===== config.mk =====
export PLATFORM = sky130hd
export DESIGN_NAME = apb_rr_arbiter
export DESIGN_NICKNAME = d
export VERILOG_FILES = /design/src/rtl/apb_rr_arbiter.sv
export SDC_FILE = /design/constraint.sdc
export NUM_CORES = 1
export LEC_CHECK = 0
export CORE_AREA = 8 8 153 155
export CTS_CLUSTER_DIAMETER = 60
export DETAILED_ROUTE_END_ITERATION = 7
export DIE_AREA = 0 0 161 163
export PLACE_DENSITY = 0.67
export REMOVE_ABC_BUFFERS = 1
export SYNTH_ARGS = -nofsm -noshare
export SYNTH_HDL_FRONTEND = slang
export SYNTH_SLANG_ARGS = --single-unit

===== constraint.sdc =====
create_clock -name clk -period 6.1 [get_ports clk]
set_clock_uncertainty 0.05 [all_clocks]
set_input_delay 0.61 -clock clk [delete_from_list [all_inputs] [get_ports clk]]
set_output_delay 0.61 -clock clk [all_outputs]
set_load 0.02 [all_outputs]

===== src/rtl/apb_rr_arbiter.sv =====
// Round-robin arbiter sharing one APB master port between NUM_REQ command requesters.
// Define APB_ARB_TIMEOUT_EN to abort an ACCESS phase after TIMEOUT_CYC cycles without pready_i.
module apb_rr_arbiter #(
  parameter int NUM_REQ     = 4,
  parameter int ADDR_W      = 32,
  parameter int DATA_W      = 32,
  parameter int TIMEOUT_CYC = 16
) (
  input  logic                      clk,
  input  logic                      reset,
  input  logic [NUM_REQ-1:0]        req_i,
  input  logic [NUM_REQ*ADDR_W-1:0] req_addr_i,
  input  logic [NUM_REQ-1:0]        req_write_i,
  input  logic [NUM_REQ*DATA_W-1:0] req_wdata_i,
  output logic [NUM_REQ-1:0]        gnt_o,
  output logic [NUM_REQ-1:0]        done_o,
  output logic [DATA_W-1:0]         rdata_o,
  output logic                      err_o,
  output logic                      psel_o,
  output logic                      penable_o,
  output logic [ADDR_W-1:0]         paddr_o,
  output logic                      pwrite_o,
  output logic [DATA_W-1:0]         pwdata_o,
  input  logic                      pready_i,
  input  logic [DATA_W-1:0]         prdata_i
);

  localparam int IDX_W = (NUM_REQ > 1) ? $clog2(NUM_REQ) : 1;

  localparam logic [1:0] ST_IDLE   = 2'd0;
  localparam logic [1:0] ST_SETUP  = 2'd1;
  localparam logic [1:0] ST_ACCESS = 2'd2;

  if (NUM_REQ < 2 || NUM_REQ > 8 || TIMEOUT_CYC < 1) begin : g_bad_param
    $error("apb_rr_arbiter: NUM_REQ must be 2..8 and TIMEOUT_CYC at least 1");
  end

  logic [1:0]         r_state;
  logic [IDX_W-1:0]   r_last;
  logic [IDX_W-1:0]   r_owner;
  logic [ADDR_W-1:0]  r_paddr;
  logic               r_pwrite;
  logic [DATA_W-1:0]  r_pwdata;
  logic [DATA_W-1:0]  r_rdata;
  logic [NUM_REQ-1:0] r_done;

  logic               w_found;
  logic [IDX_W-1:0]   w_winner;
  logic [IDX_W-1:0]   w_scan_idx;
  logic               w_grant;
  logic               w_complete;
  logic               w_abort;
  logic [ADDR_W-1:0]  w_sel_addr;
  logic               w_sel_write;
  logic [DATA_W-1:0]  w_sel_wdata;

  // Scan starts just after the last owner, so the most recent winner gets lowest priority.
  always_comb begin
    w_found    = 1'b0;
    w_winner   = r_last;
    w_scan_idx = '0;
    for (int off = 1; off <= NUM_REQ; off++) begin
      w_scan_idx = IDX_W'((int'(r_last) + off) % NUM_REQ);
      if (!w_found && req_i[w_scan_idx]) begin
        w_found  = 1'b1;
        w_winner = w_scan_idx;
      end
    end
  end

  always_comb begin
    w_sel_addr  = '0;
    w_sel_write = 1'b0;
    w_sel_wdata = '0;
    for (int k = 0; k < NUM_REQ; k++) begin
      if (w_winner == IDX_W'(k)) begin
        w_sel_addr  = req_addr_i[k*ADDR_W +: ADDR_W];
        w_sel_write = req_write_i[k];
        w_sel_wdata = req_wdata_i[k*DATA_W +: DATA_W];
      end
    end
  end

  // Grant is combinational; gating with reset keeps every output low while reset is held.
  assign w_grant    = (r_state == ST_IDLE) && w_found && !reset;
  assign w_complete = (r_state == ST_ACCESS) && pready_i;

  always_comb begin
    gnt_o = '0;
    if (w_grant) gnt_o[w_winner] = 1'b1;
  end

`ifdef APB_ARB_TIMEOUT_EN
  localparam int TCNT_W = $clog2(TIMEOUT_CYC + 1);

  logic [TCNT_W-1:0] r_tcnt;
  logic              r_err;

  // Held at zero outside ACCESS, so it always starts from zero on entry.
  always_ff @(posedge clk or posedge reset) begin
    if (reset)                     r_tcnt <= '0;
    else if (r_state != ST_ACCESS) r_tcnt <= '0;
    else if (!pready_i)            r_tcnt <= r_tcnt + 1'b1;
  end

  assign w_abort = (r_state == ST_ACCESS) && !pready_i &&
                   (r_tcnt == TCNT_W'(TIMEOUT_CYC - 1));

  always_ff @(posedge clk or posedge reset) begin
    if (reset) r_err <= 1'b0;
    else       r_err <= w_abort;
  end

  assign err_o = r_err;
`else
  assign w_abort = 1'b0;
  assign err_o   = 1'b0;
`endif

  always_ff @(posedge clk or posedge reset) begin
    if (reset) begin
      r_state  <= ST_IDLE;
      r_last   <= IDX_W'(NUM_REQ - 1);
      r_owner  <= '0;
      r_paddr  <= '0;
      r_pwrite <= 1'b0;
      r_pwdata <= '0;
      r_rdata  <= '0;
      r_done   <= '0;
    end else begin
      r_done <= '0;
      case (r_state)
        ST_IDLE: begin
          if (w_grant) begin
            r_state  <= ST_SETUP;
            r_owner  <= w_winner;
            r_last   <= w_winner;
            r_paddr  <= w_sel_addr;
            r_pwrite <= w_sel_write;
            r_pwdata <= w_sel_wdata;
          end
        end
        ST_SETUP: r_state <= ST_ACCESS;
        ST_ACCESS: begin
          if (w_complete || w_abort) begin
            r_state         <= ST_IDLE;
            r_done[r_owner] <= 1'b1;
            if (w_complete && !r_pwrite) r_rdata <= prdata_i;
          end
        end
        default: r_state <= ST_IDLE;
      endcase
    end
  end

  assign psel_o    = (r_state != ST_IDLE);
  assign penable_o = (r_state == ST_ACCESS);
  assign paddr_o   = r_paddr;
  assign pwrite_o  = r_pwrite;
  assign pwdata_o  = r_pwdata;
  assign rdata_o   = r_rdata;
  assign done_o    = r_done;

endmodule


# After elaboration in Yosys (flattened, before gate mapping)
# Index checks and enable logic that the tools add are counted.
[totals]
register_bits = 107
input_bits = 299
out_inout_bits = 108
word_cells = 85
[op_classes]
add_sub_neg = 4
order_cmp = 8
eq_ne = 7
muxes = 38
n_reduce_logical = 20
[ops]
columns = ["op", "count"]
rows = [
  ["two-way mux 32 bit", 8],
  ["< comparator 2 x 3 -> 1 bit (second input constant)", 6],
  ["two-way mux 1 bit", 14],
  ["two-way mux 2 bit", 6],
  ["two-way mux 4 bit", 3],
  ["logical AND 1 bit", 9],
  ["binary-select mux 1 bit (select 2 bit)", 4],
  ["equality test 2 bit (second input constant)", 3],
  ["one-hot mux 2 bit (3 select lines)", 1],
  ["logical NOT 1 bit", 5],
  ["adder 2 x 1 -> 2 bit (second input constant)", 2],
  ["adder 2 bit (second input constant)", 2],
  ["demux 1 bit (select 2 bit)", 2],
  ["equality test 2 x 1 -> 1 bit (second input constant)", 2],
  ["greater-or-equal comparator 2 x 1 -> 1 bit (second input constant)", 2],
  ["logical NOT 2 bit", 2],
  ["AND reduction 2 bit", 2],
  ["AND reduction 3 bit", 1],
  ["!= test 2 x 1 -> 1 bit (second input constant)", 1],
  ["!= test 2 bit (second input constant)", 1],
  ["nonzero test 2 bit", 1],
]

# Longest topological paths before layout
# Gate-level depths: netlist of the first run.
[depth]
depth_word = 18
mapped_depth = 9
mapped_depth_nobuf = 6

# Least setup slack after synthesis of the first run
# OpenSTA, ideal clock, no wires.
[synth_path]
kind = "input to output"
start = "input req_i[1]"
end = "output gnt_o[2]"
t_arrival_ps = 2107
required_ps = 5440
path_slack_ps = 3333
cell_stages = 7
n_path_buf = 3
cell_sequence = "or3b_1 > o31a_1 > buf_2 > and2_4 > buf_6 > buf_6 > nor3_1"
[synth_between]
elab_chain_len = 17
word_cells_on_any_way = 30
classes_between = "order compare (2); mux (19); reduce/logical (9)"
[synth_lines]
columns = ["element", "line_no", "source"]
rows = [
  ["start: declaration", "11", "input logic [NUM_REQ-1:0] req_i,"],
  ["binary-select mux 1 bit (select 2 bit)", "64", "if (!w_found && req_i[w_scan_idx]) begin"],
  ["two-way mux 1 bit (implied by the code)", "64", ""],
  ["two-way mux 1 bit", "64", ""],
  ["logical NOT 1 bit", "64", ""],
  ["logical AND 1 bit", "64", ""],
  ["two-way mux 1 bit", "64", ""],
  ["logical NOT 1 bit", "64", ""],
  ["logical AND 1 bit", "64", ""],
  ["two-way mux 1 bit", "64", ""],
  ["logical NOT 1 bit", "64", ""],
  ["logical AND 1 bit", "64", ""],
  ["two-way mux 2 bit", "64", ""],
  ["< comparator 2 x 3 -> 1 bit (implied by the code) or greater-or-equal comparator 2 x 1 -> 1 bit (tied branches)", "90", "if (w_grant) gnt_o[w_winner] = 1'b1;"],
  ["logical AND 1 bit (implied by the code)", "90", ""],
  ["two-way mux 1 bit (implied by the code)", "90", ""],
  ["demux 1 bit (select 2 bit)", "90", ""],
  ["two-way mux 4 bit (*)", "90", ""],
  ["end: declaration", "15", "output logic [NUM_REQ-1:0] gnt_o,"],
]
# Every way passes the cells marked *; elsewhere a longest branch is shown, timed or not. The select of a mux whose other input is x is not followed.

# Worst setup path in the final report of the first run
# Same ends and word-level chain as after synthesis.

==> results of run 1 <==
==> per-stage QoR <==
stage,setup slack (ps),hold WS [ps]
after global routing,1890,457
final,2050,429
after global placement,2090,402
after detailed placement,2040,412
after CTS,2050,429
after floorplan,1570,381
==> state kept, by name, summed over array words and instances, names as in the netlist <==
register / count
paddr_o: 32
r_owner: 2
pwdata_o: 32
r_last: 2
r_state: 2
rdata_o: 32
pwrite_o: 1
done_o: 4
==> layout make-up <==
type / instances / area, um^2
antenna: 1 / 2.50
tap: 275 / 344
timing repair buffer: 418 / 4160
fill: 1982 / 10400
clock inverter: 6 / 55.1
clock buffer: 10 / 229
multi-input combinational: 440 / 2970
sequential: 107 / 2680
inverter: 4 / 17.5
==> power by group through the flow <==
| stage | clock network (uW) | registers [uW] | logic [uW] |
|---|---|---|---|
| 6_report | 581 | 1250 | 2960 |
| 5_1_grt | 631 | 1300 | 3170 |
| 4_1_cts | 598 | 1250 | 3000 |
| 3_5_place_dp | 0 | 1270 | 2990 |
| 3_3_place_gp | 0 | 1250 | 2960 |
| 2_1_floorplan | 0 | 1630 | 1200 |
==> worst max path at each step <==
stage,start,endpoint,slack (ps),cells past startpoint
2_1_floorplan,r_last[1],pwdata_o[0],1570,5
4_1_cts,req_i[1],gnt_o[2],2050,6
5_1_grt,req_i[1],gnt_o[2],1890,6
6_report,req_i[1],gnt_o[2],2050,6
3_5_place_dp,req_i[1],gnt_o[2],2040,6
3_3_place_gp,req_i[1],gnt_o[2],2090,7
==> synthesized netlist by cell type <==
library cell	number
o221ai_1	33
a211o_1	1
nor4b_1	1
or3b_1	2
nand3b_1	32
o31ai_2	7
a2bb2oi_1	32
conb_1	1
buf_2	26
o22ai_1	31
and2_4	1
o31a_1	1
dfrtp_1	105
buf_4	7
a32oi_2	1
nor3_2	2
a21oi_1	37
or2_1	1
nand2b_4	1
nor2_1	8
nand2_1	71
buf_6	6
and4_1	1
or3_1	1
nor3_1	71
o21ai_0	5
nor3b_1	2
inv_2	1
a31oi_2	1
o31ai_1	58
inv_1	3
nand2b_1	3
mux2_2	32
dfstp_2	2
nand2_2	1
nor2b_1	1
clkbuf_1	25
mux2i_1	1
buf_1	4
==> worst max-delay path, delay by kind of cell <==
| kind | cells | cell delay (ps) |
|---|---|---|
| buffers and inverters | 2 | 1250 |
| and+or+nand+nor | 3 | 970 |
| AOI/OAI and AO/OA | 1 | 530 |
==> metal layers <==
| layer | GRT usage | vias to the layer above | routed length, um |
|---|---|---|---|
| met1 | 0.251 | 3213 | 11600 |
| met5 | 0 | - | 0 |
| li1 | - | 3095 | - |
| met3 | 0.0521 | 22 | 2070 |
| met4 | 0.0501 | 0 | 377 |
| met2 | 0.381 | 303 | 14900 |
==> cells in the final DEF, fill, tap and decap left out, drive strengths merged <==
cell type and count:
clkdlybuf4s50 405, dfrtp 105, nor3 73, nand2 72, o31ai 65, a21oi 37, o221ai 33, mux2 32
nand3b 32, a2bb2oi 32, o22ai 31, buf 13, clkbuf 10, nor2 8, inv 8, o21ai 5
nand2b 4, or3b 2, nor3b 2, clkinvlp 2, dfstp 2, diode 1, nor4b 1, a31oi 1
or2 1, a211o 1, o31a 1, a32oi 1, or3 1, nor2b 1, and2 1, and4 1
mux2i 1, conb 1
==> logic make-up (layout without fill, tap and decap cells) <==
| kind of cell | Yosys count | in the layout | synth area share |
|---|---|---|---|
| AO/OA/AOI/OAI | 207 | 207 | 0.257 |
| AND/OR/NAND/NOR | 199 | 199 | 0.171 |
| flip-flops | 107 | 107 | 0.447 |
| buffers and inverters | 72 | 438 | 0.0624 |
| multiplexers | 33 | 33 | 0.0617 |
| other | 1 | 2 | 0.000625 |
==> impl_metrics.yaml, run 1 <==
final_layout:
  fin_nets: 1279
  fin_area_um2: 10500
  drive_gt1_frac: 0.0822
  area_growth_pct: 74.4
  fin_cells: 1261
  fin_util: 0.503
grt:
  grt_max_degree: 67
  grt_pass1_wl_mm: 43.3
  grt_pass1_vias: 6981
  grt-ovfl-total: 0
  grt_antenna_before_repair: 1
  grt_use_total: 0.213
clock_network:
  holdBufCountCts: 0
  cts_root_buf: "clkbuf_16"
  clk_pin_slew_worst_paths_ps: 80
  cts_resized: 0
  post_cts_buffers: 0
  tritoncts: "yes"
  cts_max_level: 3
  worstSkewPairLatency_ps: 350
  cts_sinks: 107
  cts-buffers-inserted: 9
  clock_path_buffers: 2
timing:
  fin_setup_tns_ps: 0
  worst_slew_margin_rel: 0.336
  setup_viol: 0
  rsz0062_at_grt: "no"
  min_period_ps: 4050
  worst_slew_pin_slew_ps: 996
  fin_crit_sh: 0.663
  hold_viol_final: 0
  drv_slew: 0
  fmax_mhz: 247
power_and_ir_drop:
  clkPwrFrac: 0.121
  internal-power_uw: 2640
  combPwrFrac: 0.618
  p_sw_frac: 0.449
  ir_drop_uv: 186
  total_power_uw: 4790
  switchingPower_uw: 2150
  p_leak_uw: 0.00394
  seqPwrFrac: 0.261
  p_per_area_nw_per_um2: 458
critical_path:
  crit_arrival_ps: 3390
  path_class: "input pin to primary output"
  slowest_delay_ps: 710
  crit_path_end_kind: "primary output"
  rrSetupSlack_ps: 2950
  r2r-end: "pwdata_o[20]"
  r2r_start: "r_state[0]"
  critical_path.cell_chain: "clkdlybuf4s50_1, nor2_1, a32oi_2, and2_4, nor3_1, clkdlybuf4s50_1"
  slowest_stage: "and2_4"
  critPathMaxFanout: 66
  reg2reg_depth: 6
  path_common_cell: "clkdlybuf4s50_1"
  crit_required_ps: 5440
  cp-start-kind: "input pin"
placement:
  gp_routability_congestion: 0.886
  io_buffers: 405
  dpl-instance-area_um2: 10200
  hpwlAfterDp_mm: 22.3
  dp_cells: 1244
drt:
  vias: 6633
  wire_per_inst_um: 23.0
  drt-total-wl_mm: 29.0
  drt.antenna.violating_nets: 0
  drt_first_pass_iters: 5
  drc: 0
  drtIter0Drc: 360
  vias_per_cell: 5.26
worst_hold_path:
  hold_end: "paddr_o[1]"
  hold_depth: 2
  min-delay-start: "paddr_o[1]"
  hold_path.class: "flip-flop to flip-flop"
synth:
  yosysWarningCount: 0
  synth_cells: 619
  avgSynthCellArea_um2: 9.69
  synth_area_leaders: "dfrtp_1, o31ai_1, mux2_2"
  netlist_area_um2: 6000
  ys_types: 39
  synth_top_area_share: 0.438
  synth-seq-area-share: 0.447
  ys_ff_latch: 107
  synth_top_area_cell: "dfrtp_1"
floorplanning:
  die_h_um: 163
  die_area_um2: 26200
  initial_utilization: 0.288
  rows: 53
  core_area_um2: 20800
  die_x_um: 161
  ios: 407
flow_run:
  maxCapViolations: 0
run_status:
  outcome: "completed"
Power figures use the tool's default switching activity.
==> run 2, diff against run 1 <==
--- a/config.mk
+++ b/config.mk
@@ -5,11 +5,12 @@
 export SDC_FILE = /design/constraint.sdc
 export NUM_CORES = 1
 export LEC_CHECK = 0
-export CORE_AREA = 8 8 153 155
+export CORE_ASPECT_RATIO = 0.5
+export CORE_MARGIN = 8
+export CORE_UTILIZATION = 33
 export CTS_CLUSTER_DIAMETER = 60
 export DETAILED_ROUTE_END_ITERATION = 7
-export DIE_AREA = 0 0 161 163
-export PLACE_DENSITY = 0.67
+export PLACE_DENSITY = 0.79
 export REMOVE_ABC_BUFFERS = 1
 export SYNTH_ARGS = -nofsm -noshare
 export SYNTH_HDL_FRONTEND = slang
==> constraint.sdc (replaced) <==
create_clock -name clk -period 3.2 [get_ports clk]
set_clock_uncertainty 0.05 [all_clocks]
set_input_delay 0.32 -clock clk [delete_from_list [all_inputs] [get_ports clk]]
set_output_delay 0.32 -clock clk [all_outputs]
set_load 0.02 [all_outputs]
==> run 2 against run 1 <==
  * Final area is 0.57% higher
  * Clock-buffer cell count is 1 higher
  * Clock power is 93% higher
  * First-iteration DRC count is 53% higher
  * Non-clock buffer count is 11 higher
  * Combinational power is 94% higher
  * Critical endpoint unchanged
  * Largest cell class unchanged
==> impl_metrics.yaml, run 2 (synthesis results as in run 1) <==
placement:
  gp_routability_congestion: 0.909
  hpwlAfterDp_mm: 21.9
  io_buffers: 405
  dp_cells: 1214
  post-place-ws_ps: 222
critical_path:
  crit_required_ps: 2830
  critPathMaxFanout: 11
  path_class: "flip-flop to primary output"
  crit_path_end_kind: "primary output"
  crit_arrival_ps: 2660
  cp-start-kind: "flip-flop"
drt:
  vias: 6704
  drtIter0Drc: 549
  wire_per_inst_um: 23.0
  drt.antenna.violating_nets: 0
  vias_per_cell: 5.45
  drc: 0
  drt-total-wl_mm: 28.3
  drt_first_pass_iters: 5
timing:
  worst_slew_pin_slew_ps: 856
  min_period_ps: 3030
  fmax_mhz: 330
  hold_viol_final: 0
  drv_slew: 0
  setup_ws_ps: 172
  fin_crit_sh: 0.946
  rsz0062_at_grt: "no"
  setup_viol: 0
  fin_setup_tns_ps: 0
  timing.hold.ws_ps: 420
  worst_slew_margin_rel: 0.429
grt:
  grt_pass1_vias: 7013
  grt_use_total: 0.238
  grt_antenna_before_repair: 0
  grt-ovfl-total: 0
  grt_max_degree: 69
  grt_pass1_wl_mm: 42.6
final_layout:
  final_cell_mix: "clkdlybuf4s50_1, dfrtp_1, nand2_1, nor3_1, o31ai_1"
  antenna_cells: 0
  drive_gt1_frac: 0.0924
  layout.cells.most_common: "clkdlybuf4s50_1"
  fin_nets: 1290
  fin_cells: 1230
  area_growth_pct: 75.4
floorplanning:
  core_area_um2: 17600
  rows: 34
  initial_utilization: 0.341
  die_area_um2: 23000
  die_x_um: 207
  die_h_um: 111
  ios: 407
power_and_ir_drop:
  seqPwrFrac: 0.259
  clkPwrFrac: 0.121
  p_sw_frac: 0.444
  combPwrFrac: 0.620
  p_leak_uw: 0.00400
  ir_drop_uv: 644
  p_per_area_nw_per_um2: 880
  switchingPower_uw: 4110
  internal-power_uw: 5140
clock_network:
  clock_path_buffers: 2
  cts-buffers-inserted: 9
  holdBufCountCts: 0
  cts_sinks: 107
  cts_resized: 0
  post_cts_buffers: 0
  worstSkewPairLatency_ps: 350
  tritoncts: "yes"
  cts_root_buf: "clkbuf_16"
  clk_pin_slew_worst_paths_ps: 70
  cts_max_level: 3
run_status:
  outcome: "completed"
worst_hold_path:
  hold_path.class: "flip-flop to flip-flop"
flow_run:
  maxCapViolations: 0
-- run 2: changes by cell type in the layout (fill, tap and decap cells not counted), sizes merged --
cell	previous run	this run
diode	1	0
buf	13	24
inv	8	7
clkbuf	10	11
-- run 2: per-layer routing --
layer / up-vias / track usage / wire length, um
met5: - / 0 / 0
met4: 0 / 0.0882 / 1020
met3: 73 / 0.0544 / 1850
met2: 282 / 0.422 / 14700
met1: 3239 / 0.277 / 10700
li1: 3110 / - / -
-- run 2: layout make-up --
cell class | instances | area [um^2]
fill | 1512 | 7050
timing repair buffer | 429 | 4280
multi-input combinational | 440 | 2960
sequential | 107 | 2680
tap | 234 | 293
clock buffer | 11 | 243
clock inverter | 5 | 43.8
inverter | 4 | 17.5
-- run 2: worst max-delay path: stages (launching register included) --
cell             delay (ps)
dfstp_2                 630
nand2b_4                170
a21oi_1                 120
or3_2                   540
nor3_1                  160
clkdlybuf4s50_1         690
-- run 2: power groups by stage --
stage / registers, uW / logic [uW] / clock network [uW]
6_report: 2400 / 5740 / 1120
5_1_grt: 2490 / 6110 / 1200
2_1_floorplan: 3110 / 2280 / 0
3_3_place_gp: 2390 / 5660 / 0
3_5_place_dp: 2420 / 5760 / 0
4_1_cts: 2400 / 5770 / 1150
-- run 2: worst paths after layout --
path / start / end / slack [ps] / depth (start not counted)
worst max-delay path: r_last[1] / gnt_o[2] / 170 / 5
worst min-delay path: r_state[1] / r_state[1] / 420 / 1
min in group asynchronous: reset / paddr_o[24] / 530 / 2
max in group asynchronous: reset / rdata_o[22] / 1850 / 3
worst max register to register: r_last[1] / paddr_o[25] / 760 / 5
worst min register to register: r_state[1] / r_state[1] / 420 / 1
-- run 2: through the flow --
stage	utilization	total power, uW	area [um^2]
final	0.599	9260	10500
after global routing	0.599	9800	10500
after CTS	0.599	9330	10500
after detailed placement	0.583	8180	10200
after global placement	0.583	8050	10200
after floorplan	-	5390	5640
